===== src/rtl/fifo_pkg.sv =====
// Shared constants and helpers for the FIFO read-side drain stage.
package fifo_pkg;

  localparam int unsigned DWIDTH_DEF  = 16;
  localparam int unsigned PKT_LEN_DEF = 4;
  localparam int unsigned SKID_DEPTH  = 3;

  // Beat counter width: enough to hold PKT_LEN-1, never narrower than one bit.
  function automatic int unsigned beat_cnt_w(input int unsigned pkt_len);
    return (pkt_len <= 1) ? 1 : $clog2(pkt_len);
  endfunction

  function automatic logic [1:0] skid_ptr_inc(input logic [1:0] ptr);
    return (ptr == 2'(SKID_DEPTH - 1)) ? 2'd0 : ptr + 2'd1;
  endfunction

endpackage


===== src/rtl/skid_buf3.sv =====
// Three-entry circular skid buffer absorbing the FIFO's one-cycle read latency.
module skid_buf3
  import fifo_pkg::*;
#(
  parameter int unsigned DWIDTH = DWIDTH_DEF
) (
  input  logic              clk,
  input  logic              rstn,
  input  logic              push,
  input  logic [DWIDTH-1:0] din,
  input  logic              pop,
  output logic [DWIDTH-1:0] dout,
  output logic [1:0]        occ
);

  logic [DWIDTH-1:0] r_mem [SKID_DEPTH];
  logic [1:0]        r_head;
  logic [1:0]        r_tail;
  logic [1:0]        r_occ;

  always_ff @(posedge clk or negedge rstn) begin
    if (!rstn) begin
      for (int unsigned i = 0; i < SKID_DEPTH; i++) begin
        r_mem[i] <= '0;
      end
      r_head <= '0;
      r_tail <= '0;
      r_occ  <= '0;
    end else begin
      if (push) begin
        r_mem[r_tail] <= din;
        r_tail        <= skid_ptr_inc(r_tail);
      end
      if (pop) begin
        r_head <= skid_ptr_inc(r_head);
      end
      // Simultaneous push and pop leave occupancy unchanged.
      case ({push, pop})
        2'b10:   r_occ <= r_occ + 2'd1;
        2'b01:   r_occ <= r_occ - 2'd1;
        default: r_occ <= r_occ;
      endcase
    end
  end

  assign dout = r_mem[r_head];
  assign occ  = r_occ;

endmodule


===== src/rtl/fifo_stream_reader.sv =====
// FIFO drain stage: pops the FIFO into a skid buffer and presents a framed valid/ready stream.
module fifo_stream_reader
  import fifo_pkg::*;
#(
  parameter int unsigned DWIDTH  = DWIDTH_DEF,
  parameter int unsigned PKT_LEN = PKT_LEN_DEF
) (
  input  logic              clk,
  input  logic              rstn,
  input  logic              fifo_empty,
  input  logic [DWIDTH-1:0] fifo_dout,
  output logic              fifo_rd_en,
  output logic              m_valid,
  input  logic              m_ready,
  output logic [DWIDTH-1:0] m_data,
  output logic              m_last,
  output logic [15:0]       pkt_cnt
);

  localparam int unsigned   BW        = beat_cnt_w(PKT_LEN);
  localparam logic [BW-1:0] LAST_BEAT = BW'(PKT_LEN - 1);

  logic              r_inflight;
  logic [BW-1:0]     r_beat_cnt;
  logic [15:0]       r_pkt_cnt;
  logic [1:0]        w_occ;
  logic [DWIDTH-1:0] w_skid_dout;
  logic              w_rd_en;
  logic              w_valid;
  logic              w_pop;
  logic              w_last;

  // Reserve a slot for every word already requested so the buffer can never overflow.
  assign w_rd_en = !fifo_empty && (({1'b0, w_occ} + {2'b00, r_inflight}) < 3'(SKID_DEPTH));
  assign w_valid = (w_occ != 2'd0);
  assign w_pop   = w_valid && m_ready;
  assign w_last  = w_valid && (r_beat_cnt == LAST_BEAT);

  skid_buf3 #(
    .DWIDTH(DWIDTH)
  ) u_skid (
    .clk  (clk),
    .rstn (rstn),
    .push (r_inflight),
    .din  (fifo_dout),
    .pop  (w_pop),
    .dout (w_skid_dout),
    .occ  (w_occ)
  );

  always_ff @(posedge clk or negedge rstn) begin
    if (!rstn) begin
      r_inflight <= 1'b0;
      r_beat_cnt <= '0;
      r_pkt_cnt  <= '0;
    end else begin
      r_inflight <= w_rd_en;
      if (w_pop) begin
        r_beat_cnt <= w_last ? '0 : r_beat_cnt + 1'b1;
        if (w_last) begin
          r_pkt_cnt <= r_pkt_cnt + 16'd1;
        end
      end
    end
  end

  assign fifo_rd_en = w_rd_en;
  assign m_valid    = w_valid;
  assign m_data     = w_skid_dout;
  assign m_last     = w_last;
  assign pkt_cnt    = r_pkt_cnt;

endmodule


===== config.mk =====
export PLATFORM = sky130hd
export DESIGN_NAME = fifo_stream_reader
export DESIGN_NICKNAME = d
export VERILOG_FILES = /design/src/rtl/fifo_pkg.sv /design/src/rtl/skid_buf3.sv /design/src/rtl/fifo_stream_reader.sv
export SDC_FILE = /design/constraint.sdc
export NUM_CORES = 1
export LEC_CHECK = 0
export CAP_MARGIN = 20
export CORE_UTILIZATION = 50
export CTS_BUF_LIST = sky130_fd_sc_hd__clkbuf_8
export DETAILED_ROUTE_END_ITERATION = 12
export DONT_BUFFER_PORTS = 1
export HOLD_SLACK_MARGIN = 0.05
export SLEW_MARGIN = 0
export SYNTH_ARGS = -nofsm -noshare
export SYNTH_HDL_FRONTEND = slang
export SYNTH_HIERARCHICAL = 1
export SYNTH_SLANG_ARGS = --single-unit
export TNS_END_PERCENT = 30

===== constraint.sdc =====
create_clock -name clk -period 5.05 [get_ports clk]
set_input_delay 1.515 -clock clk [delete_from_list [all_inputs] [get_ports clk]]
set_output_delay 1.515 -clock clk [all_outputs]
set_load 0.005 [all_outputs]

; After elaboration in Yosys (flattened, before gate mapping)
; Cells that the tools add are included.
[totals]
in_bits = 20
wordCells = 45
register_bits = 73
output_inout_bits = 35
[op_classes]
add_sub_neg = 7
reduce_logical = 8
muxes = 10
n_lt_le_gt_ge = 4
n_eq_ne = 5
bitwise_logic = 2
[op_table]
columns = op, count
row1 = bitwise mux 48 bit, 1
row2 = 2-to-1 mux 16 bit, 3
row3 = binary-select mux 16 bit (select 2 bit), 1
row4 = demux 16 bit (select 2 bit), 1
row5 = "adder 16 x 1 -> 16 bit, second input constant", 1
row6 = "adder 2 x 1 -> 2 bit, second input constant", 4
row7 = "equality test 2 bit, second input constant", 4
row8 = "greater-or-equal comparator 3 bit, second input constant", 2
row9 = 2-to-1 mux 2 bit, 3
row10 = NOT 2 -> 3 bit, 2
row11 = logical AND 1 bit, 4
row12 = one-hot mux 2 bit (2 select lines), 1
row13 = nonzero test 2 bit, 2
row14 = adder 2 x 1 -> 3 bit, 1
row15 = "< comparator 3 x 1 -> 1 bit, second input constant", 1
row16 = "< comparator 3 x 2 -> 1 bit, second input constant", 1
row17 = "equality test 2 x 1 -> 1 bit, second input constant", 1
row18 = AND reduction 2 bit, 1
row19 = "subtractor 2 x 1 -> 2 bit, second input constant", 1
row20 = zero test 1 bit, 1

; Depth between registers and ports, before layout
; Gate-level depths: netlist of run 1.
[logic_depth]
ltp_word = 6
mapped_depth = 7
mapped_depth_nobuf = 6

; By module
; The synthesis of run 1 kept the hierarchy.
[by_module_without_submodules]
columns = mod, instances, area_each_um2, cells_per_inst, seq_area_each_um2
row1 = skid_buf3, 1, 2407.3, 176, 1351.3
row2 = fifo_stream_reader, 1, 879.6, 75, 475.5

; Least setup slack after synthesis of run 1
; No wires, ideal clock.
[synth_timing]
path_type = input -> output
from = in fifo_empty
to = out fifo_rd_en
path_buffers = 0
t_arrival_ns = 1.761
setup_slack_ns = 1.774
path_stages = 1
required_ns = 3.535
cell_sequence = a211oi_1
[synth_via]
elab_chain_len = 2
[synth_lines]
columns = item, line
row1 = from (decl), fifo_stream_reader.sv:10  ; input logic fifo_empty,
row2 = zero test 1 bit, fifo_stream_reader.sv:34  ; assign w_rd_en = !fifo_empty && (({1'b0, w_occ} + {2'b00, r_inflight}) < 3'(SKID_DEPTH));
row3 = logical AND 1 bit, fifo_stream_reader.sv:34
row4 = to (decl), fifo_stream_reader.sv:12  ; output logic fifo_rd_en,
; Every way passes these cells.

; Final worst setup path of run 1
[layout_timing]
from = reg u_skid.r_head[0]
to = out m_data[15]
[layout_via]
elab_chain_len = 4
[layout_lines]
columns = item, line
row1 = from (decl), skid_buf3.sv:17  ; logic [1:0] r_head;
row2 = from (signal assigned), skid_buf3.sv:35  ; r_head <= skid_ptr_inc(r_head);
row3 = NOT 2 -> 3 bit (not written as such), skid_buf3.sv:46  ; assign dout = r_mem[r_head];
row4 = binary-select mux 16 bit (select 2 bit), skid_buf3.sv:46
row5 = 2-to-1 mux 16 bit (not written as such) (2 in series), skid_buf3.sv:46
row6 = to (decl), fifo_stream_reader.sv:15  ; output logic [DWIDTH-1:0] m_data,
; Every way passes these cells. The select of a mux whose other input is x is not followed.

==> results of run 1 <==
==> critical path: cells and delay by family (launching register included) <==
family,cells,cell delay (ps)
AO/OA/AOI/OAI,1,130
buffers and inverters,1,290
flip-flops,1,740
AND/OR/NAND/NOR,2,780
==> synth_stat cells (2+ instances only) <==
cell type | count | area (um2)
o21ai_0 | 17 | 85.1
xnor2_1 | 11 | 96.3
nor3_1 | 2 | 10.0
mux2_2 | 43 | 484
nand4_1 | 2 | 12.5
ha_1 | 5 | 62.6
nand2_1 | 21 | 78.8
xor2_1 | 7 | 61.3
buf_2 | 5 | 25.0
mux2_4 | 10 | 150
nor2_1 | 9 | 33.8
dfrtp_1 | 73 | 1830
nand3_1 | 8 | 40.0
clkbuf_1 | 4 | 15.0
mux2i_1 | 16 | 160
==> per-stage QoR <==
stage	total power [mW]	area, um2
4_1_cts	2.22	3530
2_1_floorplan	1.62	3290
6_report	2.19	3530
3_5_place_dp	1.78	3340
5_1_grt	2.36	3530
3_3_place_gp	1.76	3340
==> path summary, 6_finish.rpt <==
path	start	end	slack, ps	cells after the start
worst min register to register	u_skid/r_mem[9]	u_skid/r_mem[9]	510	1
min in group asynchronous	rstn	u_skid/r_mem[35]	860	0
max in group asynchronous	rstn	u_skid/r_mem[21]	4080	0
worst max register to register	r_inflight	u_skid/r_mem[9]	3200	3
worst min-delay path	u_skid/r_mem[9]	u_skid/r_mem[9]	510	1
worst max-delay path	u_skid/r_head[0]	m_data[15]	1250	4
==> area by class of cell <==
| type | count | area (um2) | area share (%) |
|---|---|---|---|
| flip-flops and latches | 73 | 1830 | 51.7 |
| multi-input cells | 165 | 1390 | 39.5 |
| clock buffers | 13 | 179 | 5.07 |
| well taps | 77 | 96.3 | 2.73 |
| repair buffers | 2 | 15.0 | 0.425 |
| clock inverters | 3 | 13.8 | 0.390 |
| inverters | 2 | 7.51 | 0.213 |
==> state kept, by name, indices dropped and copies added (netlist names) <==
| name | flops |
|---|---|
| pkt_cnt | 16 |
| r_beat_cnt | 2 |
| r_inflight | 1 |
| u_skid/occ | 2 |
| u_skid/r_head | 2 |
| u_skid/r_mem | 48 |
| u_skid/r_tail | 2 |
==> metal layers <==
layer | up-vias | global-route usage (%)
met1 | 932 | 27.4
met3 | 9 | 5.37
met4 | 0 | 10.8
met2 | 33 | 24.8
li1 | 883 | -
met5 | - | 0
==> power breakdown <==
| part | internal, mW | switching [mW] |
|---|---|---|
| Sequential | 0.836 | 0.173 |
| Combinational | 0.417 | 0.332 |
| Clock | 0.229 | 0.207 |
| Total | 1.48 | 0.712 |
==> logic make-up after synthesis <==
kind of cell,Yosys count
adders and majority gates,5
DFF,73
xor gates and xnor gates,18
AOI/OAI and AO/OA,21
buffers and inverters,13
and+or+nand+nor,52
muxes,69
==> impl_results.md, run 1 <==
- Run status: completed
- DR iter-0 viols: roughly 110
- Maximum vdd drop: 0.000272 V
- Simple-gate portion of the synthesized area: approximately 8%
- Hold-fix buffers, CTS: 0
- Postcts setup bufs: 0
- CP max stage delay: ~740 ps
- Slowest stage cell, crit path: dfrtp_1
- Setup TNS: 0 ps
- Clock Sink Count: between 70 and 80
- Vias in the first global route: about 1900
- Setup Skew: approximately 6.9 ps
- Fin. Hold Viols: 0
- Commonest non-fill, non-tap cell in the layout: dfrtp_1
- RSZ-0062 raised after global routing: false
- WL met2: approximately 2.4 mm
- Clock Tree Buf Depth: 2
- FP Rows: 29
- PortBufs: 0
- Final setup margin: between 1000 and 1500 ps
- Post-synth EDFFs: 0
- Relative slew slack: about a third
- M1 wire length: between 3 and 4 mm
- Worst hold slack: about 510 ps
- Slew @ Worst Pin: around 1000 ps
- Post-Syn Nets: between 200 and 300
- Avg WL per Cell: 17.4 um
- Synth warn: 6
- Final worst path period share: 75.3%
- CTS Root Cell: clkbuf_8
- Post-synth top flop: dfrtp_1
- Htree depth: 3
- Non-filler instance count after layout: between 300 and 400
- Final design utilization: 55.6%
- Area Growth Syn to Fin: 7.46%
- Initial Util: approximately 52%
- Dpl ws: 1610 ps
- FF+latch count, synth: between 70 and 80
- Most frequent cells in the layout: 73 x dfrtp_1, 43 x mux2_2, 21 x nand2_1
- Drt pass-1 iters: 4
- Synth Area per Inst: between 10 and 15 um2
- Sequential-to-total area share from yosys stat: a little under three fifths
- Tmin final: 3800 ps
- Kind of critical path: reg2out
- Number of nets in the layout: 278
- Complex-gate fraction of the synthesized area: 3.54%
- Final Slew Violations: 0
- Final setup viols: 0
- Placed insts: about 320
- First-pass GRT wire length: 9.96 mm
- Main combinational cell family by area after synthesis: multiplexers
- PostCTS Resize Cnt: 0
- Core area: 0.00635 mm2
- Crit path DAT: roughly 2300 ps
- Area of the mapped netlist: around 0.0033 mm2
- CP Max Fanout: 19
- Vias: between 1500 and 2000
- CTS tree: done
- Diode count: 0
- Layout cell share with drive strength beyond 1: between 20% and 30%
- Power Dens Cells: between 600 and 700 mW/mm2
- Leakage: 1.58 nW
- ANT nets after route: 0
- Die X: slightly above 80 um
- Die Area: approximately 0.007 mm2
- Crit start category: flip-flop
- Cells after Synth: approximately 250
- Total routed wirelength: just under 6 mm
- Highest Clock Rate: 263 MHz
- GRT Total Usage: between 10% and 20%
- Ys async rst share: 100%
- Clk slew on worst S/H paths: roughly 70 ps
- Max cap viols: 0
- Fillers: just over 500
- Num CTS Buffers: 9
- DR top layer: met4
- Detailed placement HPWL: 3.65 mm
- Synth Area in Adders: under 10%
- Worst Hold Class: reg2reg
- Vias per inst: ~5.5
- XOR/XNOR share of the synthesized area: under 10%
- Mux share of post-synthesis cell area: approximately a quarter
- Distinct cell type count after synthesis: 33
- I/O Pins: 55
- Crit. End Element: primary output
- Largest net degree at the start of global routing: between 70 and 80
- Met3 wire len: ~240 um
- Clk_lat worst skew: roughly 340 ps
- Antenna violations before repair: 0
- Grt total ovfl: 0
- CP cell instances: nor2b_1 > buf_4 > nand2_1 > o21ai_0
- CP required: between 3000 and 4000 ps
- Remaining DRCs: 0
- Die span in y: slightly above 80 um
- Routability cong.: approximately 0.70
Power figures use the tool's default switching activity.
==> inputs of run 2 (changes only) <==
Settings changed: PLACE_DENSITY from default to 0.68.
Clock period 5.05 ns to 3.1 ns, I/O delays scaled along.
==> impl_results.md, run 2 (synthesis gave the netlist of run 1 again) <==
- Clock Sink Count: 73 (unchanged)
- Part of the power in registers: 46.1% (about the same)
- CP cell instances: buf_4 > mux2i_1 > o21ai_0
- DR iter-0 viols: 89 (-22%)
- Total power: 3.59 mW (+64%)
- Grt peak-use layer: met1
- Crit path DAT: 1640 ps (-650 ps)
- Fin. Hold Viols: 0 (unchanged)
- Detailed placement HPWL: 3.81 mm (+4.4%)
- Crit start category: flip-flop
- Hold-fix buffers, CTS: 0 (unchanged)
- Layout cell share with drive strength beyond 1: 29.8% (+0.39 points)
- Vias: 1898 (+2.2%)
- Reg-to-Reg End: u_skid/r_mem[29]
- ANT nets after route: 0 (unchanged)
- Final worst path period share: between 80 and 90%
- CTS tree: done
- Max cap viols: 0 (unchanged)
- PostCTS Resize Cnt: 0 (unchanged)
- Reg2reg start: u_skid/r_tail[1]
- Remaining DRCs: 0 (unchanged)
- Clk pwr share: 19.7% (-0.2 points)
- Largest reg by FF count: u_skid/r_mem
- Most frequent cells in the layout: 73 x dfrtp_1, 43 x mux2_2, 21 x nand2_1
- Core area: 0.00635 mm2 (unchanged)
- Kind of critical path: reg2out
- Postcts setup bufs: 0 (unchanged)
- Clk_lat worst skew: 330 ps (about the same)
- Met1 Use GR: 26.6% (-0.84 points)
- Slowest stage cell, crit path: dfrtp_1
- Setup Skew: 10.4 ps (+3.45 ps)
- Slew @ Worst Pin: 995 ps (-21.1 ps)
- CTS Root Cell: clkbuf_8
- Largest net degree at the start of global routing: 74 (unchanged)
- Maximum vdd drop: 0.000465 V (+71%)
- Drt pass-1 iters: 4 (unchanged)
- Setup TNS: 0 ps (unchanged)
- Routability cong.: 0.698 (-0.60%)
- Post-DP Area: 0.00335 mm2 (+0.45%)
- Multi-input logic area: 0.00139 mm2 (unchanged)
- Largest delay contributor family on the critical path: flip-flops
- PortBufs: 0 (unchanged)
- Buf/Inv on CP: 1 (unchanged)
- Crit. End Element: primary output
- Dpl ws: 898 ps (-708 ps)
- Num CTS Buffers: 9 (unchanged)
- Highest Clock Rate: between 300 and 400 MHz
- Worst Reg-to-Reg Cells: 3 (unchanged)
- Worst hold slack: 287 ps (-220 ps)
- Met2 usage: 24.8% (unchanged)
- Number of nets in the layout: 280 (+0.72%)
- CP max stage delay: 670 ps (-70 ps)
- Design area: 0.00354 mm2 (+0.14%)
- Avg WL per Cell: 17.4 um (about the same)
- Tmin final: 2570 ps
- GRT Total Usage: 17.9% (-0.89 points)
- Htree depth: 3 (unchanged)
- Switch share: 32.1% (-0.34 points)
- Worst R2R Setup Slack: 1230 ps (-1970 ps)
- Grt total ovfl: 0 (unchanged)
- Non-filler instance count after layout: 335 (unchanged)
- Vias in the first global route: 1918 (+0.31%)
- Commonest non-fill, non-tap cell in the layout: dfrtp_1
- CP Max Fanout: 11 (-8)
- Run status: completed
- Final setup viols: 0 (unchanged)
- Leakage: 1.58 nW (about the same)
- Die X: 83.1 um (unchanged)
- Final design utilization: 55.7% (+0.079 points)
- Diode count: 0 (unchanged)
- Clock Tree Buf Depth: 2 (unchanged)
- Antenna violations before repair: 0 (unchanged)
- I/O Pins: 55 (unchanged)
- Relative slew slack: 33.5% (+1.2 points)
- FP Rows: 29 (unchanged)
- Vias per inst: 5.67 (+2.2%)
- RSZ-0062 raised after global routing: false
- Sequential cell area: 0.00183 mm2 (unchanged)
- Logic pwr share: 34.2% (about the same)
- First-pass GRT wire length: 9.76 mm (-2.0%)
- Total routed wirelength: 5.84 mm (about the same)
- Internal: 2.44 mW (+65%)
- CP required: 2170 ps (-1370 ps)
- Worst Hold Class: in2async
- Largest register FFs: 48 (unchanged)
- Met3 Use GR: 4.67% (-0.70 points)
- Area Growth Syn to Fin: 7.61%
- Fillers: 539 (+4.7%)
- Final Slew Violations: 0 (unchanged)
- Clk slew on worst S/H paths: 70 ps (about the same)
- Die span in y: 83.1 um (unchanged)
- Final setup margin: 534 ps (-714 ps)
- Initial Util: 51.8% (unchanged)
- NetSw: 1.15 mW (+62%)
- Power Dens Cells: 1020 mW/mm2 (+64%)
- Placed insts: 321 (+0.63%)
- Die Area: 0.00690 mm2 (unchanged)
-- run 2: changes by cell type in the layout (fill, tap and decap cells not counted), sizes merged --
cell	before	now
bufinv	0	1
clkbuf	13	10
clkinv	2	3
inv	3	2
buf	2	4
-- run 2: how the worst max path moves through the flow --
stage	cells past startpoint	to	startpoint
final	3	m_data[3]	u_skid/r_head[1]
after global placement	3	fifo_rd_en	u_skid/occ[0]
after detailed placement	3	m_data[3]	u_skid/r_head[1]
after global routing	3	m_data[0]	u_skid/r_head[1]
after floorplan	6	m_data[10]	u_skid/r_head[1]
after CTS	3	m_data[3]	u_skid/r_head[1]
-- run 2: area by class of cell --
type,instances,share of cell area (%)
well taps,77,2.72
clock buffers,10,3.89
repair buffers,4,0.849
inverters,2,0.212
multi-input cells,165,39.4
clock inverters,4,1.27
flip-flops and latches,73,51.6
-- run 2: per-layer routing --
metal | routed length [um] | vias up
met5 | 0 | -
met4 | 62 | 0
met3 | 341 | 4
met2 | 2580 | 39
met1 | 2860 | 975
li1 | - | 880
-- run 2: power groups by stage --
stage	Combinational, mW	Sequential, mW	Clock, mW
2_1_floorplan	1.08	1.56	0
3_3_place_gp	1.21	1.67	0
3_5_place_dp	1.24	1.67	0
4_1_cts	1.25	1.66	0.728
5_1_grt	1.36	1.71	0.761
6_report	1.23	1.66	0.708
-- run 2: worst reg2reg max path, delay by kind of cell, from the launching register on --
family / cells / cell delay (ps)
buf+inv: 1 / 90
simple gates: 1 / 700
flops: 1 / 400
mux: 1 / 560
==> inputs of run 3 (changes only) <==
Clock period 3.1 ns to 2.24 ns, I/O delays scaled along.
==> impl_results.md, run 3 (synthesis gave the netlist of run 1 again) <==
- Kind of critical path: reg2out
- Grt total ovfl: 0 (unchanged)
- Setup TNS: 0 ps (unchanged)
- Clock Sink Count: 73 (unchanged)
- Die span in y: 83.1 um (unchanged)
- Crit. End Element: primary output
- Avg WL per Cell: 17.1 um (-2.0%)
- Area Growth Syn to Fin: 9.14%
- Reg-to-Reg End: u_skid/occ[1]
- First-pass GRT wire length: 9.93 mm (+1.8%)
- Postcts setup bufs: 0 (unchanged)
- CP cell instances: ha_1 > ha_1 > a211oi_2
- Layout cell share with drive strength beyond 1: 31.2% (+1.3 points)
- Commonest non-fill, non-tap cell in the layout: dfrtp_1
- Largest delay contributor family on the critical path: adder cells
- CTS tree: done
- Total routed wirelength: 5.81 mm (-0.50%)
- Crit. path cell count: 3 (unchanged)
- Buf/Inv on CP: 0 (-1)
- Worst R2R Setup Slack: 430 ps (-800 ps)
- Die X: 83.1 um (unchanged)
- PortBufs: 0 (unchanged)
- Final worst path period share: a little over nine tenths
- Tmin final: between 2000 and 2500 ps
- Largest register FFs: 48 (unchanged)
- End of the critical path: fifo_rd_en
- CTS Root Cell: clkbuf_8
- Max cap viols: 0 (unchanged)
- Num CTS Buffers: 9 (unchanged)
- FP Rows: 29 (unchanged)
- Slowest stage cell, crit path: dfrtp_1
- Power Dens Cells: 1390 mW/mm2 (+36%)
- Clock Tree Buf Depth: 2 (unchanged)
- Diode count: 0 (unchanged)
- ANT nets after route: 0 (unchanged)
- Vias per inst: 5.62 (-0.85%)
- Run status: completed
- Routability cong.: 0.690 (-1.0%)
- Setup Skew: 5.41 ps (-4.95 ps)
- CP max stage delay: 410 ps (-260 ps)
- Vias in the first global route: 2032 (+5.9%)
- Number of nets in the layout: 285 (+1.8%)
- Most frequent cells in the layout: 71 x dfrtp_1, 43 x mux2_2, 21 x nand2_1
- Post-DP Area: 0.00342 mm2 (+1.9%)
- Top cell by count, worst path: ha_1
- GRT Total Usage: 18.6% (+0.70 points)
- Vias: 1910 (+0.63%)
- Relative slew slack: 66.1% (+33 points)
- Die Area: 0.00690 mm2 (unchanged)
- Initial Util: 51.8% (unchanged)
- Design area: 0.00359 mm2 (+1.4%)
- Slew @ Worst Pin: 505 ps (-490 ps)
- Fillers: 536 (-0.56%)
- Largest net degree at the start of global routing: 74 (unchanged)
- DR iter-0 viols: 113 (+27%)
- CP Max Fanout: 4 (-7)
- Worst Hold Class: in2async
- Core area: 0.00635 mm2 (unchanged)
- CP Launch Point: r_inflight
- Worst Reg-to-Reg Cells: 7 (+4)
- Largest reg by FF count: u_skid/r_mem
- Drt pass-1 iters: 4 (unchanged)
- Highest Clock Rate: 468 MHz
- CP required: 1570 ps (-600 ps)
- Detailed placement HPWL: 3.86 mm (+1.4%)
- Clk slew on worst S/H paths: 70 ps (about the same)
- Clk_lat worst skew: 340 ps (about the same)
- Leakage: 1.61 nW (+1.8%)
- Htree depth: 3 (unchanged)
- RSZ-0062 raised after global routing: false
- Reg2reg start: u_skid/occ[0]
- I/O Pins: 55 (unchanged)
- Antenna violations before repair: 0 (unchanged)
- Final Slew Violations: 0 (unchanged)
- Crit start category: flip-flop
- Crit path DAT: 1470 ps (-170 ps)
- Maximum vdd drop: 0.000700 V (+51%)
- Remaining DRCs: 0 (unchanged)
- Fin. Hold Viols: 0 (unchanged)
- Final setup viols: 0 (unchanged)
==> run 3: cell count changes in the layout (fill, tap and decap cells not counted) <==
cell	previous run	this run
a211oi_1	1	0
a211oi_2	0	1
buf_12	0	2
buf_4	4	7
bufinv_16	1	0
clkbuf_8	10	11
clkinv_2	3	0
dfrtp_1	73	71
dfrtp_2	0	2
inv_1	1	4
==> run 3: what timing repair did <==
action                     CTS  global route
gates cloned                 0             0
pin swaps                    0             1
setup endpoints to repair    1            17
hold endpoints to repair    73            73
gates resized for setup      1             2
==> run 3: final cells by class <==
cell class / instances / area (um2) / share of cell area, %
clock buffer: 11 / 151 / 4.22
clock inverter: 3 / 11.3 / 0.314
inverter: 2 / 7.51 / 0.209
multi-input combinational: 165 / 1400 / 39.0
sequential: 73 / 1830 / 51.0
tap: 77 / 96.3 / 2.69
timing repair buffer: 9 / 92.6 / 2.58
==> run 3: layer usage <==
metal	GRT usage, %	vias up	wire length, um
met2	27.6	32	2710
met4	7.52	0	79
met3	6.06	8	294
met1	25.3	978	2730
met5	0	-	0
li1	-	892	-
==> run 3: per-stage QoR <==
stage	setup slack (ps)	power, mW	hold WS (ps)	std cells	util [%]
after global routing	26.6	5.32	3.57	340	56.5
final	102	4.97	26.8	340	56.5
after floorplan	266	3.66	376	251	-
after detailed placement	368	4.12	379	326	53.8
after CTS	50.3	5.02	11.2	340	56.5
after global placement	365	4.05	379	326	53.8
==> run 3: worst min path at each step <==
stage | end | depth (start not counted) | startpoint | slack, ps
4_1_cts | u_skid/r_mem[17] | 0 | rstn | 10
2_1_floorplan | pkt_cnt[0] | 0 | rstn | 380
3_5_place_dp | u_skid/r_mem[0] | 0 | rstn | 380
5_1_grt | u_skid/r_mem[19] | 0 | rstn | 4
3_3_place_gp | u_skid/r_mem[3] | 0 | rstn | 380
6_report | u_skid/r_mem[0] | 0 | rstn | 30
==> run 3: where the power goes <==
group          switching, mW  total [mW]  internal [mW]  leakage, nW
clock                  0.440       0.879          0.439       0.0951
combinational          0.796        1.83           1.03        0.627
sequential             0.371        2.26           1.89        0.886
total                   1.61        4.97           3.36         1.61
==> run 3: worst register-to-register path: cells and delay by family, from the launching register on <==
family,cells,cell delay [ps]
flip-flops,1,380
AND/OR/NAND/NOR,3,650
XOR/XNOR,2,280
buffers and inverters,1,160
adder cells (fa/ha/maj),1,230
